$ cat src/rtl/mel_status_serializer.sv
// Serial transmitter for the MEL status receiver link: shifts a status word out LSB first,
// then pulses sync so the receiver latches it. Optional auto-repeat resends the held word.
module mel_status_serializer #(
    parameter int DATA_WIDTH = 16,
    parameter int GAP_CYCLES = 2
) (
    input  logic                  SYSCLK,
    input  logic                  OPB_RST,
    input  logic [DATA_WIDTH-1:0] DATA_IN,
    input  logic                  DATA_VALID,
    output logic                  DATA_READY,
    input  logic                  AUTO_REPEAT,
    output logic                  SERIAL_D,
    output logic                  SERIAL_SYNC,
    output logic                  BUSY,
    output logic [15:0]           FRAME_CNT
);
    localparam int CW = $clog2(DATA_WIDTH);
    localparam logic [CW-1:0] LAST_BIT = CW'(DATA_WIDTH - 1);
    localparam logic [7:0]    GAP_LAST = 8'(GAP_CYCLES - 1);

    typedef enum logic [1:0] {IDLE, SHIFT, SYNC, GAP} state_t;

    state_t                state;
    logic [DATA_WIDTH-1:0] held;
    logic                  have_word;
    logic [CW-1:0]         bit_cnt;
    logic [7:0]            gap_cnt;
    logic                  take_new;
    logic                  start;
    logic [DATA_WIDTH-1:0] load_word;

    // A fresh word always wins over a repeat of the held one.
    assign take_new  = DATA_VALID && DATA_READY;
    assign start     = take_new || (AUTO_REPEAT && have_word);
    assign load_word = take_new ? DATA_IN : held;

    always_ff @(posedge SYSCLK or posedge OPB_RST) begin
        if (OPB_RST) begin
            state       <= IDLE;
            held        <= '0;
            have_word   <= 1'b0;
            bit_cnt     <= '0;
            gap_cnt     <= '0;
            SERIAL_D    <= 1'b0;
            SERIAL_SYNC <= 1'b0;
            DATA_READY  <= 1'b1;
            BUSY        <= 1'b0;
            FRAME_CNT   <= '0;
        end else begin
            case (state)
                IDLE: begin
                    if (start) begin
                        held       <= load_word;
                        have_word  <= 1'b1;
                        SERIAL_D   <= load_word[0];
                        bit_cnt    <= '0;
                        state      <= SHIFT;
                        DATA_READY <= 1'b0;
                        BUSY       <= 1'b1;
                    end else begin
                        SERIAL_D <= 1'b0;
                    end
                end
                SHIFT: begin
                    // The last bit is held one extra cycle so the sync edge lands after its sample.
                    if (bit_cnt == LAST_BIT) begin
                        state       <= SYNC;
                        SERIAL_SYNC <= 1'b1;
                        FRAME_CNT   <= FRAME_CNT + 16'd1;
                    end else begin
                        bit_cnt  <= bit_cnt + 1'b1;
                        SERIAL_D <= held[bit_cnt + 1'b1];
                    end
                end
                SYNC: begin
                    state       <= GAP;
                    SERIAL_SYNC <= 1'b0;
                    SERIAL_D    <= 1'b0;
                    gap_cnt     <= '0;
                end
                GAP: begin
                    if (gap_cnt == GAP_LAST) begin
                        state      <= IDLE;
                        DATA_READY <= 1'b1;
                        BUSY       <= 1'b0;
                    end else begin
                        gap_cnt <= gap_cnt + 8'd1;
                    end
                end
                default: state <= IDLE;
            endcase
        end
    end
endmodule
$ cat config.mk
export PLATFORM = sky130hd
export DESIGN_NAME = mel_status_serializer
export DESIGN_NICKNAME = d
export VERILOG_FILES = /design/src/rtl/mel_status_serializer.sv
export SDC_FILE = /design/constraint.sdc
export NUM_CORES = 1
export LEC_CHECK = 0
export BUFFER_PORTS_ARGS = -buffer_cell sky130_fd_sc_hd__buf_2
export CORE_ASPECT_RATIO = 2
export CORE_MARGIN = 10
export CORE_UTILIZATION = 58
export CTS_BUF_LIST = sky130_fd_sc_hd__clkbuf_4 sky130_fd_sc_hd__clkbuf_8
export CTS_CLUSTER_SIZE = 16
export DETAILED_ROUTE_END_ITERATION = 7
export PLACE_DENSITY = 0.86
export RECOVER_POWER = 100
export SETUP_SLACK_MARGIN = 0.15
export SLEW_MARGIN = 20
export SYNTH_ARGS = -nofsm -noshare
export SYNTH_HDL_FRONTEND = slang
export SYNTH_SLANG_ARGS = --single-unit
export TNS_END_PERCENT = 100
$ cat constraint.sdc
create_clock -name SYSCLK -period 2 [get_ports SYSCLK]
set_input_delay 0 -clock SYSCLK [delete_from_list [all_inputs] [get_ports SYSCLK]]
set_output_delay 0 -clock SYSCLK [all_outputs]
set_load 0.01 [all_outputs]
==> results of run 1 <==
timing repair:
action	4_1_cts	5_1_grt
gates resized for setup	3	9
hold endpoints to repair	34	0
setup buffers	1	6
hold buffers	17	0
cloned	0	1
setup endpoints to repair	3	14
pin swaps	1	6
worst max path at each step:
stage               endpoint        from  slack [ns]  cells after the start
2_1_floorplan       SERIAL_D  bit_cnt[1]        0.26                      5
3_3_place_gp        SERIAL_D  bit_cnt[1]        0.17                      5
3_5_place_dp        SERIAL_D  bit_cnt[1]        0.11                      5
4_1_cts        FRAME_CNT[11]    state[1]        0.17                      6
5_1_grt        FRAME_CNT[11]    state[1]        0.08                      6
6_report            SERIAL_D  bit_cnt[1]        0.13                      6
placed cells by master, fill, tap and decap left out, types with 6 or more instances in the layout:
master	instances
mux2_2	17
buf_2	20
xor2_1	9
dfrtp_1	50
inv_1	13
nor2_1	14
nand2_1	13
nand3_1	10
ha_1	8
buf_4	7
o21ai_0	6
xnor2_1	10
dlygate4sd3_1	17
clkbuf_1	23
cell type report:
class	count	area share, %
Clock buffer	6	2.44
Clock inverter	2	1.92
Inverter	14	1.68
Multi-Input combinational cell	145	37.2
Sequential cell	51	40.8
Tap cell	52	2.08
Timing Repair Buffer	70	13.8
where the power goes:
| group | leakage [nW] | total (W) | internal (W) | switching, W |
|---|---|---|---|---|
| combinational | 0.718 | 0.00161 | 0.000819 | 0.000793 |
| clock | 0.0688 | 0.000861 | 0.000514 | 0.000347 |
| sequential | 0.660 | 0.00155 | 0.00132 | 0.000237 |
| total | 1.45 | 0.00403 | 0.00265 | 0.00138 |
cells in the mapped netlist, drive strengths merged (5+ instances only):
master	n
dfrtp	50
o21ai	7
nand3	10
mux2i	5
ha	9
nor2	14
nand4	5
xnor2	10
mux2	17
a21oi	5
nand2	13
inv	14
xor2	10
flip-flops by register name, summed over array words and instances, names as in the netlist, 2 cells and up:
| register | cells |
|---|---|
| gap_cnt | 8 |
| state | 2 |
| held | 16 |
| bit_cnt | 4 |
| FRAME_CNT | 16 |
critical path: cells and delay by family, from the launching register on:
family / cells / cell delay, ns
adders and majority gates: 1 / 0.32
DFF: 1 / 0.44
muxes: 1 / 0.27
AOI/OAI and AO/OA: 2 / 0.40
and+or+nand+nor: 1 / 0.19
buffers and inverters: 1 / 0.12
metal layers:
layer | part of all wire, % | wire length, um | up-vias | track usage, %
met5 | 0 | 0 | - | 0
met4 | 2.3 | 148 | 0 | 6.19
met3 | 4.8 | 304 | 12 | 4.64
met2 | 59 | 3720 | 50 | 31.2
met1 | 34 | 2150 | 1001 | 14.4
li1 | - | - | 898 | -
cells by family after synthesis:
group	share of synthesized area, %
xor gates and xnor gates	7.25
AOI/OAI and AO/OA	7.55
muxes	13.6
buffers and inverters	3.28
DFF	50.7
adders and majority gates	4.47
and+or+nand+nor	13.1
stage by stage:
step	setup WS [ns]	total power, W
after detailed placement	0.112	0.00292
after floorplan	0.261	0.00254
after CTS	0.169	0.00383
after global placement	0.170	0.00283
after global routing	0.0798	0.00424
final	0.134	0.00403
==> out/results.txt, run 1 <==
worst-path maximum fanout: 4
Clock Path Buffers: 2
sequential cell area: 1280 sq um
share of cells above drive strength 1: 23.3%
largest net degree at the start of global routing: 21
setup TNS: 0 ns
Worst Path Required: 2.19 ns
Register-to-Register Path Depth: 6
Num CTS Buffers: 5
initial antenna violation count: 0
Area after DPL: 2800 sq um
Leakage: 1.45 nW
I/O Buffers: 39
via count: 1961
slew margin rel.: 40.4%
Synth top area share: 49.7%
Mapped Area: 2520 sq um
Yosys Warn Count: 0
R2R setup slack: 0.13 ns
CP Class: reg -> reg
CP max stage delay: 0.44 ns
max-slew violations: 0
Seq/Total Area, Yosys: 50.7%
unrepaired setup endpoints after global routing: no
Synth Net Count: 244
Die Span Y: 113 um
DIE AREA: 7540 sq um
Synth area leader: dfrtp_1
vias in the first global route: 2019
Fmax achieved: 0.536 GHz
average cell area after synthesis: 11.7 sq um
antenna-violating nets left: 0
overflow left after global routing: 0
clock tree sinks: 51
worst r2r dst: SERIAL_D
EDFF count, synth: 0
post-route insts no fill: 340
Gate Count Post-Synth: 215
Multi-input gate area: 1160 sq um
# IOs: 40
WHS: 0.175 ns
CTS tree: done
Antenna diodes: 0
fin area: 3130 sq um
clock transition at the registers of the reported paths: 0.10 ns
worst r2r src: bit_cnt[1]
fillcell total: 281
peak supply drop: 929 uV
post-synth cell types: 42
Initial Utilization: 60.4%
Core ar.: 4170 sq um
dpl hpwl: 4130 um
Area contributors post-synth: dfrtp_1 50%, mux2_2 7.6%, ha_1 4.5%, xnor2_1 3.5%, mux4_1 3.1%
crit-path cells: ha_4, buf_4, mux4_1, and2b_1, a211oi_1, o22ai_1
final core utilization: 75.0%
CTS root buf: clkbuf_8
Worst Hold Depth: 4
flops & latches, synth: 51
fin crit share: 93.3%
Critical Path End Type: register
final setup fails: 0
final hold vios: 0
Hold Startpoint: AUTO_REPEAT
crit start category: register
WL/cell: 18.6 um
Pwr Density: 1290 nW/um^2
clock skew: 0.00987 ns
slowest CP cell: dfrtp_1
GRT Util Overall: 16.1%
GP Congestion: 0.860
Final min period: 1.87 ns
most common flop cell mapped by yosys: dfrtp_1
crit path DAT: 2.06 ns
# Max-Cap Violations: 0
H-Tree Depth: 2
Worst-Skew Late Latency: 0.31 ns
fin nets: 316
P&R area growth vs syn: 24.2%
Initial DRC Count: 80
hold crit path type: in -> reg
Pre-Repair DR Iteration Count: 4
status: completed
Die W: 66.6 um
first-pass GRT wire length: 9560 um
Async S/R FF share, synth: 100%
cell total after placement: 307
DRC: 0
via/cell ratio: 5.77
Post-Route WL: 6320 um
row count: 33
hold endpoint: DATA_READY
Slew @ Worst Pin: 0.894 ns
Note: power is estimated with default switching activity, not from simulation.
==> inputs of run 2 (changes only) <==
--- a/config.mk
+++ b/config.mk
@@ -5,14 +5,15 @@
 export SDC_FILE = /design/constraint.sdc
 export NUM_CORES = 1
 export LEC_CHECK = 0
+export ABC_AREA = 1
 export BUFFER_PORTS_ARGS = -buffer_cell sky130_fd_sc_hd__buf_2
 export CORE_ASPECT_RATIO = 2
 export CORE_MARGIN = 10
-export CORE_UTILIZATION = 58
+export CORE_UTILIZATION = 59
 export CTS_BUF_LIST = sky130_fd_sc_hd__clkbuf_4 sky130_fd_sc_hd__clkbuf_8
 export CTS_CLUSTER_SIZE = 16
 export DETAILED_ROUTE_END_ITERATION = 7
-export PLACE_DENSITY = 0.86
+export PLACE_DENSITY = 0.87
 export RECOVER_POWER = 100
 export SETUP_SLACK_MARGIN = 0.15
 export SLEW_MARGIN = 20
==> out/results.txt, run 2 <==
CTS root buf: clkbuf_8 (unchanged)
setup TNS: 0 ns (unchanged)
GP Congestion: 0.881 (was 0.860)
Seq/Total Area, Yosys: 48.3% (was 50.7%)
Register-to-Register Path Depth: 9 (was 6)
clock skew: 0.00961 ns (was 0.00987 ns)
average cell area after synthesis: 8.37 sq um (was 11.7 sq um)
Leakage: 1.59 nW (was 1.45 nW)
flops & latches, synth: 51 (unchanged)
R2R setup slack: 0.20 ns (was 0.13 ns)
final hold vios: 0 (unchanged)
max-slew violations: 0 (unchanged)
hold crit path type: in -> reg (unchanged)
Worst Hold Depth: 3 (was 4)
Gate Count Post-Synth: 316 (was 215)
Worst Path Required: 2.20 ns (was 2.19 ns)
Int Power: 0.00212 W (was 0.00265 W)
dpl hpwl: 4490 um (was 4130 um)
worst-path maximum fanout: 3 (was 4)
Largest regs: FRAME_CNT x16, held x16, gap_cnt x8 (unchanged)
Synth top area share: 47.3% (was 49.7%)
Core ar.: 4340 sq um (was 4170 sq um)
Synth Net Count: 345 (was 244)
delay-heaviest family, CP: simple AND/OR/NAND/NOR gates (was flip-flops)
row count: 34 (was 33)
slowest CP cell: dfrtp_1 (unchanged)
via count: 2286 (was 1961)
post-synth cell types: 27 (was 42)
Critical Path End Type: register (unchanged)
Pre-Repair DR Iteration Count: 4 (unchanged)
Clock Path Buffers: 2 (unchanged)
worst r2r dst: FRAME_CNT[12] (was SERIAL_D)
Die Span Y: 115 um (was 113 um)
Slew @ Worst Pin: 0.948 ns (was 0.894 ns)
unrepaired setup endpoints after global routing: yes (was no)
CP max stage delay: 0.38 ns (was 0.44 ns)
WHS: 0.134 ns (was 0.175 ns)
crit path DAT: 2.00 ns (was 2.06 ns)
final core utilization: 73.0% (was 75.0%)
share of cells above drive strength 1: 11.5% (was 23.3%)
status: completed (unchanged)
DRC: 0 (unchanged)
Fmax achieved: 0.557 GHz (was 0.536 GHz)
Synth area leader: dfrtp_1 (unchanged)
Yosys Warn Count: 0 (unchanged)
clock transition at the registers of the reported paths: 0.10 ns (about the same)
most common flop cell mapped by yosys: dfrtp_1 (unchanged)
sequential share of power: 40.8% (was 38.6%)
antenna-violating nets left: 0 (unchanged)
H-Tree Depth: 2 (unchanged)
most frequent cell after synthesis: nand2_1 (was dfrtp_1)
Combinational Power Share: 38.0% (was 40.0%)
initial antenna violation count: 0 (unchanged)
# IOs: 40 (unchanged)
crit-path cells: ha_1, nand3_1, nor2_4, nand2_4, nor2_1, nand2_4, nor2_4, nand2_2, xnor2_2 (was ha_4, buf_4, mux4_1, and2b_1, a211oi_1, o22ai_1)
worst r2r src: bit_cnt[1] (unchanged)
I/O Buffers: 39 (unchanged)
Final min period: 1.80 ns (was 1.87 ns)
P&R area growth vs syn: 19.8% (was 24.2%)
Worst-Skew Late Latency: 0.31 ns (about the same)
top post-synthesis cells by count: 58 x nand2_1, 50 x dfrtp_1, 49 x inv_1 (was 50 x dfrtp_1, 17 x mux2_2, 14 x inv_1, 14 x nor2_1, 13 x nand2_1)
Die W: 67.3 um (was 66.6 um)
WL/cell: 14.0 um (was 18.6 um)
Pwr Density: 1070 nW/um^2 (was 1290 nW/um^2)
Async S/R FF share, synth: 100% (unchanged)
DIE AREA: 7720 sq um (was 7540 sq um)
Initial Utilization: 61.0% (was 60.4%)
CP bufs+invs: 0 (was 1)
overflow left after global routing: 0 (unchanged)
CP Class: reg -> reg (unchanged)
fin nets: 409 (was 316)
# Max-Cap Violations: 0 (unchanged)
hold endpoint: held[0] (was DATA_READY)
cell total after placement: 409 (was 307)
most common cell after layout, fill and taps aside: nand2_1 (was dfrtp_1)
largest net degree at the start of global routing: 32 (was 21)
crit start category: register (unchanged)
slew margin rel.: 36.7% (was 40.4%)
Antenna diodes: 0 (unchanged)
via/cell ratio: 5.26 (was 5.77)
vias in the first global route: 2423 (was 2019)
peak supply drop: 1060 uV (was 929 uV)
final setup fails: 0 (unchanged)
fin crit share: 89.8% (was 93.3%)
clock group share of total power: 21.3% (was 21.4%)
most frequent cells in the layout: 58 x nand2_1, 50 x dfrtp_1, 48 x inv_1 (was 50 x dfrtp_1, 23 x clkbuf_1, 20 x buf_2)
EDFF count, synth: 0 (unchanged)
Hold Startpoint: DATA_IN[0] (was AUTO_REPEAT)
sw frac: 37.7% (was 34.2%)
CTS tree: done (unchanged)
Post-Route WL: 6100 um (was 6320 um)
post-route insts no fill: 435 (was 340)
Mapped Area: 2650 sq um (was 2520 sq um)
Initial DRC Count: 87 (was 80)
net switching power: 0.00128 W (was 0.00138 W)
GRT Util Overall: 17.0% (was 16.1%)
Area contributors post-synth: dfrtp_1 47%, nand2_1 8.2%, inv_1 7.0%, nand3_1 4.5%, nor2_1 4.4% (was dfrtp_1 50%, mux2_2 7.6%, ha_1 4.5%, xnor2_1 3.5%, mux4_1 3.1%)
clock tree sinks: 51 (unchanged)
first-pass GRT wire length: 10400 um (was 9560 um)
Num CTS Buffers: 5 (unchanged)
fillcell total: 352 (was 281)
run 2: cell count changes in the layout (fill, tap and decap cells not counted), moves of 10 or more:
cell     delta
a21oi_1    +13
inv_1      +35
mux2_2     -17
nand2_1    +45
nand3_1    +15
nor2_1     +19
o21ai_0    +10
run 2: per-layer routing:
| layer | global-route usage [%] | wire length (um) | up-vias |
|---|---|---|---|
| li1 | - | - | 1126 |
| met1 | 15.7 | 2130 | 1097 |
| met2 | 31.6 | 3520 | 46 |
| met3 | 5.00 | 289 | 17 |
| met4 | 8.26 | 165 | 0 |
| met5 | 0 | 0 | - |
run 2: area by class of cell:
| type | count | area (sq um) | area share [%] |
|---|---|---|---|
| clock inverter | 3 | 43.8 | 1.38 |
| tap | 54 | 67.6 | 2.13 |
| sequential | 51 | 1280 | 40.3 |
| multi-input combinational | 210 | 1150 | 36.2 |
| clock buffer | 5 | 68.8 | 2.17 |
| timing repair buffer | 62 | 375 | 11.8 |
| inverter | 50 | 188 | 5.92 |
run 2: repair_timing:
action,in CTS,in global routing
setup buffers,0,2
endpoints found under the setup margin,0,8
hold buffers,16,0
endpoints found under the hold margin,39,0
gates resized for setup,0,5
run 2: how the worst max path moves through the flow:
stage,from,end,cells past startpoint
global placement,state[1],FRAME_CNT[11],10
global route,FRAME_CNT[0],FRAME_CNT[12],9
finish,bit_cnt[1],FRAME_CNT[12],9
CTS,state[1],FRAME_CNT[11],10
floorplan,state[1],FRAME_CNT[12],11
detailed placement,state[1],FRAME_CNT[11],10
run 2: stage by stage:
stage	area, sq um	total power, W	setup WS, ns
after floorplan	2650	0.00229	0.383
after global placement	2920	0.00256	0.267
after detailed placement	2920	0.00262	0.189
after CTS	3190	0.00337	0.167
after global routing	3170	0.00366	0.0661
final	3170	0.00340	0.204
run 2: cell families after synthesis:
family                   Yosys count  share of synthesized area, %
AND/OR/NAND/NOR                  132                          22.3
flip-flops                        51                          48.3
XOR/XNOR                          22                          7.57
AO/OA/AOI/OAI                     47                          9.46
buffers and inverters             55                          8.14
adder cells (fa/ha/maj)            9                          4.26
run 2: power groups by stage:
stage	clock network (W)	logic [W]	registers [W]
after floorplan	0	0.000902	0.00139
after global placement	0	0.00116	0.00139
after detailed placement	0	0.00121	0.00141
after CTS	0.000735	0.00125	0.00139
after global routing	0.000772	0.00147	0.00141
final	0.000723	0.00129	0.00139
run 2: worst register-to-register path: cells and delay by family (launching register included):
| kind | cells | cell delay (ns) |
|---|---|---|
| fa+ha+maj | 1 | 0.23 |
| flops | 1 | 0.38 |
| simple gates | 7 | 0.95 |
| xor+xnor | 1 | 0.12 |
==> inputs of run 3 (changes only) <==
--- a/config.mk
+++ b/config.mk
@@ -13,6 +13,7 @@
 export CTS_BUF_LIST = sky130_fd_sc_hd__clkbuf_4 sky130_fd_sc_hd__clkbuf_8
 export CTS_CLUSTER_SIZE = 16
 export DETAILED_ROUTE_END_ITERATION = 7
+export GPL_TIMING_DRIVEN = 0
 export PLACE_DENSITY = 0.87
 export RECOVER_POWER = 100
 export SETUP_SLACK_MARGIN = 0.15
==> out/results.txt, run 3 (synthesis results as in run 2) <==
Slew @ Worst Pin: 1.07 ns (was 0.948 ns)
most common cell after layout, fill and taps aside: nand2_1 (unchanged)
most frequent cells in the layout: 58 x nand2_1, 50 x dfrtp_1, 49 x inv_1 (was 58 x nand2_1, 50 x dfrtp_1, 48 x inv_1)
Worst Path Required: 2.19 ns (was 2.20 ns)
crit path DAT: 2.00 ns (about the same)
P&R area growth vs syn: 19.7% (was 19.8%)
Antenna diodes: 0 (unchanged)
initial antenna violation count: 0 (unchanged)
Initial Utilization: 61.0% (unchanged)
WHS: 0.128 ns (was 0.134 ns)
Fmax achieved: 0.553 GHz (was 0.557 GHz)
Setup WS pre-CTS: 0.172 ns (was 0.189 ns)
final hold vios: 0 (unchanged)
cell total after placement: 410 (was 409)
Largest regs: FRAME_CNT x16, held x16, gap_cnt x8 (unchanged)
Pwr Density: 1040 nW/um^2 (was 1070 nW/um^2)
clock tree sinks: 51 (unchanged)
fin nets: 411 (was 409)
peak supply drop: 1030 uV (was 1060 uV)
largest net degree at the start of global routing: 30 (was 32)
H-Tree Depth: 2 (unchanged)
post-route insts no fill: 437 (was 435)
via/cell ratio: 5.29 (was 5.26)
fin area: 3170 sq um (about the same)
CP Class: reg -> reg (unchanged)
dpl hpwl: 4510 um (was 4490 um)
crit start category: register (unchanged)
Worst-Skew Late Latency: 0.30 ns (was 0.31 ns)
row count: 34 (unchanged)
Core ar.: 4340 sq um (unchanged)
unrepaired setup endpoints after global routing: yes (unchanged)
Hold Startpoint: DATA_VALID (was DATA_IN[0])
# IOs: 40 (unchanged)
fillcell total: 349 (was 352)
Num CTS Buffers: 5 (unchanged)
CTS tree: done (unchanged)
CTS root buf: clkbuf_8 (unchanged)
clock skew: 0.00735 ns (was 0.00961 ns)
GP Congestion: 0.939 (was 0.881)
WL/cell: 13.9 um (was 14.0 um)
DRC: 0 (unchanged)
Pre-Repair DR Iteration Count: 4 (unchanged)
GRT Util Overall: 16.9% (was 17.0%)
slew margin rel.: 28.3% (was 36.7%)
Area after DPL: 2940 sq um (was 2920 sq um)
Worst Hold Depth: 4 (was 3)
Critical Path End Type: register (unchanged)
antenna-violating nets left: 0 (unchanged)
first-pass GRT wire length: 10400 um (about the same)
worst r2r dst: FRAME_CNT[11] (was FRAME_CNT[12])
overflow left after global routing: 0 (unchanged)
via count: 2310 (was 2286)
Final min period: 1.81 ns (was 1.80 ns)
# Max-Cap Violations: 0 (unchanged)
share of cells above drive strength 1: 11.7% (was 11.5%)
Clock Path Buffers: 2 (unchanged)
status: completed (unchanged)
Die Span Y: 115 um (unchanged)
worst r2r src: state[1] (was bit_cnt[1])
setup TNS: 0 ns (unchanged)
R2R setup slack: 0.19 ns (was 0.20 ns)
Register-to-Register Path Depth: 10 (was 9)
fin crit share: 90.5% (was 89.8%)
hold endpoint: held[14] (was held[0])
clock transition at the registers of the reported paths: 0.09 ns (was 0.10 ns)
DIE AREA: 7720 sq um (unchanged)
Post-Route WL: 6060 um (was 6100 um)
final setup margin: 0.191 ns (was 0.204 ns)
worst-path maximum fanout: 4 (was 3)
Leakage: 1.60 nW (was 1.59 nW)
hold crit path type: in -> reg (unchanged)
vias in the first global route: 2402 (was 2423)
Die W: 67.3 um (unchanged)
Initial DRC Count: 79 (was 87)
final setup fails: 0 (unchanged)
I/O Buffers: 39 (unchanged)
max-slew violations: 0 (unchanged)
[run 3: layer usage]
metal | GRT usage (%) | vias up | wire (um) | share of wire (%)
li1 | - | 1138 | - | -
met1 | 15.6 | 1090 | 2070 | 34
met2 | 31.6 | 58 | 3430 | 57
met3 | 4.12 | 24 | 297 | 4.9
met4 | 9.09 | 0 | 265 | 4.4
met5 | 0 | - | 0 | 0
[run 3: where the power goes]
group	internal [W]	total (W)	switching, W
registers	0.00127	0.00139	0.000118
clock network	0.000293	0.000617	0.000324
logic	0.000458	0.00129	0.000836
total	0.00202	0.00330	0.00128
[run 3: metrics by stage]
step	util (%)	total power, W
2_1_floorplan	-	0.00229
3_3_place_gp	67.0	0.00256
3_5_place_dp	67.6	0.00262
4_1_cts	73.6	0.00328
5_1_grt	73.0	0.00354
6_report	73.0	0.00330
[run 3: what timing repair did]
action	in CTS	in global routing
pin swaps	0	1
endpoints found under the setup margin	1	26
cloned	0	0
buffers inserted	0	3
endpoints found under the hold margin	42	0
hold buffers	16	0
resized for setup	1	5
[run 3: final cells by class]
class                           instances  area [sq um]  area share [%]
Sequential cell                        51          1280            40.3
Multi-Input combinational cell        210          1150            36.4
Timing Repair Buffer                   59           355            11.2
Inverter                               50           188            5.93
Clock buffer                            7          90.1            2.84
Tap cell                               54          67.6            2.13
Buffer                                  5          30.0           0.948
Clock inverter                          1          5.00           0.158
[run 3: critical path, cell delays in order (launching register included)]
cell     delay (ns)
dfrtp_1        0.41
inv_1          0.11
ha_1           0.23
inv_1          0.07
nor2_2         0.14
nand2_1        0.11
nor2_1         0.16
nand2_1        0.11
nor2_2         0.14
nand2_1        0.09
xnor2_1        0.12
[run 3: worst max-delay path by stage]
stage,from,end,slack [ns],depth (start not counted)
after global placement,OPB_RST,held[13],0.17,2
after detailed placement,state[1],bit_cnt[3],0.17,9
after floorplan,state[1],FRAME_CNT[12],0.38,11
final,state[1],FRAME_CNT[11],0.19,10
after CTS,state[1],FRAME_CNT[12],0.16,11
after global routing,state[1],FRAME_CNT[12],0.05,11
